File: src/rtl/decoder2to4_stream.sv
// Registered 2-to-4 one-hot decoder with a valid/ready stream interface,
// a two-entry skid buffer and per-line saturating hit counters.
module decoder2to4_stream #(
  parameter int CNT_W = 8
) (
  input  logic             clk,
  input  logic             rst_n,
  input  logic             in_valid,
  output logic             in_ready,
  input  logic [1:0]       in_code,
  input  logic             in_en,
  output logic             out_valid,
  input  logic             out_ready,
  output logic [3:0]       out_y,
  input  logic [1:0]       cnt_sel,
  output logic [CNT_W-1:0] cnt_out,
  input  logic             cnt_clr
);

  function automatic logic [CNT_W-1:0] sat_inc(input logic [CNT_W-1:0] v);
    return (&v) ? v : v + 1'b1;
  endfunction

  logic [3:0]       y_p0;
  logic [3:0]       y_p1;
  logic             vld_p1;
  logic [3:0]       y_p2;
  logic             vld_p2;
  logic [CNT_W-1:0] cnt [4];
  logic             accept;
  logic             handshake;

  // Stage 0: decode at accept time so buffered words are already one-hot
  assign y_p0      = in_en ? (4'b0001 << in_code) : 4'b0000;
  assign accept    = in_valid & in_ready;
  assign handshake = vld_p1 & out_ready;

  assign in_ready  = ~vld_p2;
  assign out_valid = vld_p1;
  assign out_y     = y_p1;
  assign cnt_out   = cnt[cnt_sel];

  // Stage 1 is the output register, stage 2 the skid register
  always_ff @(posedge clk or negedge rst_n) begin
    if (!rst_n) begin
      y_p1   <= 4'b0000;
      vld_p1 <= 1'b0;
      y_p2   <= 4'b0000;
      vld_p2 <= 1'b0;
    end else if (!vld_p1 || handshake) begin
      if (vld_p2) begin
        // in_ready is low here, so no new word competes with the skid
        y_p1   <= y_p2;
        vld_p1 <= 1'b1;
        vld_p2 <= 1'b0;
      end else if (accept) begin
        y_p1   <= y_p0;
        vld_p1 <= 1'b1;
      end else begin
        vld_p1 <= 1'b0;
      end
    end else if (accept) begin
      y_p2   <= y_p0;
      vld_p2 <= 1'b1;
    end
  end

  // Hit counters track words leaving the block; clear wins over increment
  always_ff @(posedge clk or negedge rst_n) begin
    if (!rst_n) begin
      for (int k = 0; k < 4; k++) cnt[k] <= '0;
    end else if (cnt_clr) begin
      for (int k = 0; k < 4; k++) cnt[k] <= '0;
    end else if (handshake) begin
      for (int k = 0; k < 4; k++)
        if (y_p1[k]) cnt[k] <= sat_inc(cnt[k]);
    end
  end

endmodule

File: config.mk
export PLATFORM = sky130hd
export DESIGN_NAME = decoder2to4_stream
export DESIGN_NICKNAME = d
export VERILOG_FILES = /design/src/rtl/decoder2to4_stream.sv
export SDC_FILE = /design/constraint.sdc
export NUM_CORES = 1
export LEC_CHECK = 0
export ABC_AREA = 0
export CAP_MARGIN = 10
export CORE_UTILIZATION = 51
export DETAILED_ROUTE_END_ITERATION = 8
export GPL_ROUTABILITY_DRIVEN = 0
export PLACE_DENSITY_LB_ADDON = 0.15
export REMOVE_ABC_BUFFERS = 1
export SLEW_MARGIN = 15
export SYNTH_ARGS = -nofsm -noshare
export SYNTH_HDL_FRONTEND = slang
export SYNTH_SLANG_ARGS = --single-unit
File: constraint.sdc
create_clock -name clk -period 1.7 [get_ports clk]
set_input_delay 0.255 -clock clk [delete_from_list [all_inputs] [get_ports clk]]
set_output_delay 0.255 -clock clk [all_outputs]
set_load 0.02 [all_outputs]
==> PnR_summary.wiki <==
{| class="wikitable"
! Metric !! Value
|-
| Global-route usage over all layers || 0.262
|-
| Largest area contributor in the netlist || sky130_fd_sc_hd__dfrtp_1
|-
| Post-synthesis cell count || 229
|-
| Die width || 69.4 µm
|-
| Power per cell area || 682 mW/mm²
|-
| Number of port buffers || 23
|-
| Critical-path maximum fanout || 2
|-
| Period Utilization, post-route || 0.996
|-
| Global-route wire length before repair || 9.83 mm
|-
| Number of standard cells in the final layout excluding fillers || 362
|-
| Initial DRT Pass Iterations || 4
|-
| Worst setup EP type || primary output
|-
| Multiplexer share of the synthesized area || 0.101
|-
| CP Cell Sequence || buf_6 > mux4_2 > buf_6
|-
| Insertion delay to the later sink of the worst-skew pair || 0.30 ns
|-
| Arrival time worst endpoint || 1.44 ns
|-
| Number of synthesized flops with an enable pin || 0
|-
| Post-Route Utilization || 0.718
|-
| Cell area after technology mapping || 0.00231 mm²
|-
| Post-layout instance area || 0.00312 mm²
|-
| Number of antenna repair diodes || 0
|-
| Clock tree root buffer cell || sky130_fd_sc_hd__clkbuf_8
|-
| Vias post-DR || 2107
|-
| Setup slack of the most critical reg-to-reg path || 0.02 ns
|-
| Initial DRC Count || 115
|-
| Mapped Avg Cell Area || 10.1 µm²
|-
| Simple logic cell fraction of the synthesized area || 0.214
|-
| Final #Nets || 323
|-
| Post-synthesis xor/xnor area fraction || 0.0606
|-
| Leak Pwr || 1.44 nW
|-
| Main flop type after synthesis || sky130_fd_sc_hd__dfrtp_1
|-
| Total placed instance area || 0.00298 mm²
|-
| Max_slew headroom || 0.640
|-
| Total of endpoints with negative setup slack in the final report || 0
|-
| Total CTS buffers || 5
|-
| Via-per-instance ratio || 5.82
|-
| Initial Util || 0.531
|-
| Sequential area share after synthesis || 0.454
|-
| Congestion Overflow GR || 0
|-
| Largest net degree at the start of global routing || 43
|-
| Number of antenna-violating nets in the routed design || 0
|-
| Combinational family with the most area after synthesis || simple AND/OR/NAND/NOR gates
|-
| Path type of the worst min-delay path || in -> async
|-
| Detailed-route wire length per cell || 15.8 µm
|-
| Placed cell count || 349
|-
| Category of the most critical setup path || reg -> out
|-
| Number of hold-repair buffers added at the cts stage || 0
|-
| Layout-stage area growth over the synthesis result || 35.0%
|-
| Endpoint required time on the critical path || 1.44 ns
|-
| Sinks on the clock net || 42
|-
| Die area || 0.00481 mm²
|-
| Detailed Place HPWL || 4.06 mm
|-
| Register bit total from synthesis || 42
|-
| Fraction of post-synthesis cell area in the top cell type by area || 0.454
|-
| Min Clock Period, post-route || 1.69 ns
|-
| Warning count from the yosys run || 0
|-
| Startpoint kind of the worst setup timing path || flip-flop
|-
| Die span in y || 69.4 µm
|-
| Max Buffers Root-to-Sink || 2
|-
| Unrepaired setup endpoints after global routing || yes
|-
| Critical R2R Capture || cnt[29]
|-
| Antenna violations before repair || 0
|-
| Synth Area in Adders || 0.0216
|-
| Worst path max stage delay || 0.45 ns
|-
| Transition time at the pin with the least slew margin || 0.540 ns
|-
| Via count of the first global-routing pass || 2059
|-
| Fraction of final layout cells sized beyond drive strength 1 || 0.319
|-
| Minimum hold slack || 0.0194 ns
|-
| Fraction of the mapped netlist area in compound gates || 0.129
|-
| Count of distinct cell types in the synthesized netlist || 40
|-
| Number of placed I/O pins || 24
|-
| Worst flop-to-flop path startpoint || cnt[25]
|-
| Maximum achievable frequency || 591 MHz
|-
| Clock-pin transition on the worst setup and hold timing paths || 0.08 ns
|-
| Max-cap viol count || 0
|-
| Clock Skews || 0.00342 ns
|-
| Worst path most repeated cell || sky130_fd_sc_hd__buf_6
|-
| Number of filler instances in the final layout || 346
|-
| Number of failing hold endpoints at the final stage || 0
|-
| Number of max-slew violations in the final report || 0
|-
| Routed WL || 5.73 mm
|-
| Worst vdd rail ir drop || 0.615 mV
|-
| CTS tree || built
|-
| R2R cell count || 5
|-
| DR DRC count || 0
|-
| Cell types with the largest area share after synthesis || sky130_fd_sc_hd__dfrtp_1 (45%), sky130_fd_sc_hd__mux4_2 (6.8%), sky130_fd_sc_hd__nor2_1 (4.9%)
|-
| Core area || 0.00435 mm²
|-
| Outcome || finished clean
|-
| Slowest stage cell, crit path || sky130_fd_sc_hd__mux4_2
|-
| H-Tree Level Count || 2
|-
| Number of cell rows || 24
|-
| Async set or reset register ratio after synthesis || 1.00
|}
[logic make-up after synthesis]
logic type / count (synthesis)
mux: 13
simple gates: 94
flops: 42
xor+xnor: 16
compound gates: 48
buf+inv: 12
fa+ha+maj: 4
[how the worst max path moves through the flow]
stage	startpoint	end	slack, ns	depth (start not counted)
after floorplan	cnt[24]	cnt[29]	-0.003	5
after global placement	cnt_sel[0]	cnt_out[0]	-0.54	4
after detailed placement	cnt_sel[0]	cnt_out[2]	-0.55	4
after CTS	cnt_sel[1]	cnt_out[2]	-0.008	4
after global routing	cnt[25]	cnt_out[1]	-0.03	3
final	cnt[24]	cnt_out[0]	0.008	3
[Yosys cell counts (2+ instances only)]
library cell                n
sky130_fd_sc_hd__o211ai_1   3
sky130_fd_sc_hd__nand2_1   15
sky130_fd_sc_hd__dfrtp_1   42
sky130_fd_sc_hd__ha_1       4
sky130_fd_sc_hd__xnor2_1    6
sky130_fd_sc_hd__and4_1     3
sky130_fd_sc_hd__mux2i_1    5
sky130_fd_sc_hd__a31o_2     2
sky130_fd_sc_hd__nor3_1     2
sky130_fd_sc_hd__a211oi_1   4
sky130_fd_sc_hd__nor2_1    30
sky130_fd_sc_hd__mux4_2     7
sky130_fd_sc_hd__or3_1      4
sky130_fd_sc_hd__inv_1      6
sky130_fd_sc_hd__a311oi_1   2
sky130_fd_sc_hd__and3_1     4
sky130_fd_sc_hd__nand3_1   14
sky130_fd_sc_hd__nand4_1    8
sky130_fd_sc_hd__and3_2     3
sky130_fd_sc_hd__o21ai_0    9
sky130_fd_sc_hd__xor2_1    10
sky130_fd_sc_hd__a21oi_1   22
sky130_fd_sc_hd__clkbuf_1   5
sky130_fd_sc_hd__o31ai_1    3
[flip-flops by register name, summed over array words and instances (netlist names)]
register and count:
cnt 32, out_y 4, y_p2 4, out_valid 1, vld_p2 1
[stage by stage]
| step | setup TNS (ns) | power, mW | setup WS, ns |
|---|---|---|---|
| after CTS | -0.0120 | 2.12 | -0.00784 |
| after global placement | -6.24 | 1.47 | -0.535 |
| after floorplan | -0.00306 | 1.26 | -0.00306 |
| final | 0 | 2.13 | 0.00752 |
| after detailed placement | -6.70 | 1.47 | -0.551 |
| after global routing | -0.0999 | 2.24 | -0.0349 |
[cell type report]
type	instances	area (µm²)	area share
clock inverters	2	13.8	0.00441
well taps	52	65.1	0.0208
flip-flops and latches	42	1050	0.337
repair buffers	79	648	0.207
inverters	6	22.5	0.00721
clock buffers	6	72.6	0.0232
multi-input cells	175	1250	0.400
[power by group]
part	switching [mW]	leakage, nW	internal, mW
clock	0.367	0.0452	0.290
sequential	0.0430	0.570	1.04
combinational	0.195	0.827	0.192
[routing by layer]
metal  up-vias  GRT usage  wire (µm)  part of all wire
li1       1010          -          -                 -
met1      1021      0.364       2680              0.47
met2        59      0.408       2650              0.46
met3        17     0.0480        220             0.038
met4         0      0.104        186             0.032
met5         -          0          0                 0
[worst max-delay path: cells and delay by family (launching register included)]
family / cells / cell delay, ns
muxes: 1 / 0.45
DFF: 1 / 0.41
buffers and inverters: 2 / 0.28
[cell usage in the layout, fill, tap and decap left out, types with 2 or more instances in the layout]
| master | count |
|---|---|
| sky130_fd_sc_hd__o21ai_0 | 9 |
| sky130_fd_sc_hd__and3_1 | 3 |
| sky130_fd_sc_hd__o211ai_1 | 3 |
| sky130_fd_sc_hd__nor2_1 | 30 |
| sky130_fd_sc_hd__dfrtp_1 | 41 |
| sky130_fd_sc_hd__ha_1 | 2 |
| sky130_fd_sc_hd__mux2i_1 | 5 |
| sky130_fd_sc_hd__dlymetal6s2s_1 | 3 |
| sky130_fd_sc_hd__nor3_1 | 2 |
| sky130_fd_sc_hd__nand2_1 | 15 |
| sky130_fd_sc_hd__a311oi_1 | 2 |
| sky130_fd_sc_hd__or3_1 | 4 |
| sky130_fd_sc_hd__and3_2 | 3 |
| sky130_fd_sc_hd__a211oi_1 | 4 |
| sky130_fd_sc_hd__buf_2 | 7 |
| sky130_fd_sc_hd__xnor2_1 | 6 |
| sky130_fd_sc_hd__buf_4 | 52 |
| sky130_fd_sc_hd__a31o_2 | 2 |
| sky130_fd_sc_hd__mux4_2 | 7 |
| sky130_fd_sc_hd__a21oi_1 | 21 |
| sky130_fd_sc_hd__o31ai_2 | 2 |
| sky130_fd_sc_hd__clkbuf_8 | 5 |
| sky130_fd_sc_hd__buf_6 | 5 |
| sky130_fd_sc_hd__and4_1 | 3 |
| sky130_fd_sc_hd__nand4_1 | 8 |
| sky130_fd_sc_hd__xor2_1 | 10 |
| sky130_fd_sc_hd__nand3_1 | 14 |
| sky130_fd_sc_hd__ha_2 | 2 |
| sky130_fd_sc_hd__clkdlybuf4s50_1 | 10 |
| sky130_fd_sc_hd__inv_1 | 6 |
[timing repair]
item / CTS / global route
pin swaps: 0 / 1
setup endpoints to repair: 10 / 14
setup buffers: 3 / 2
gates resized for setup: 36 / 16
Note: power is estimated with default switching activity, not from simulation.
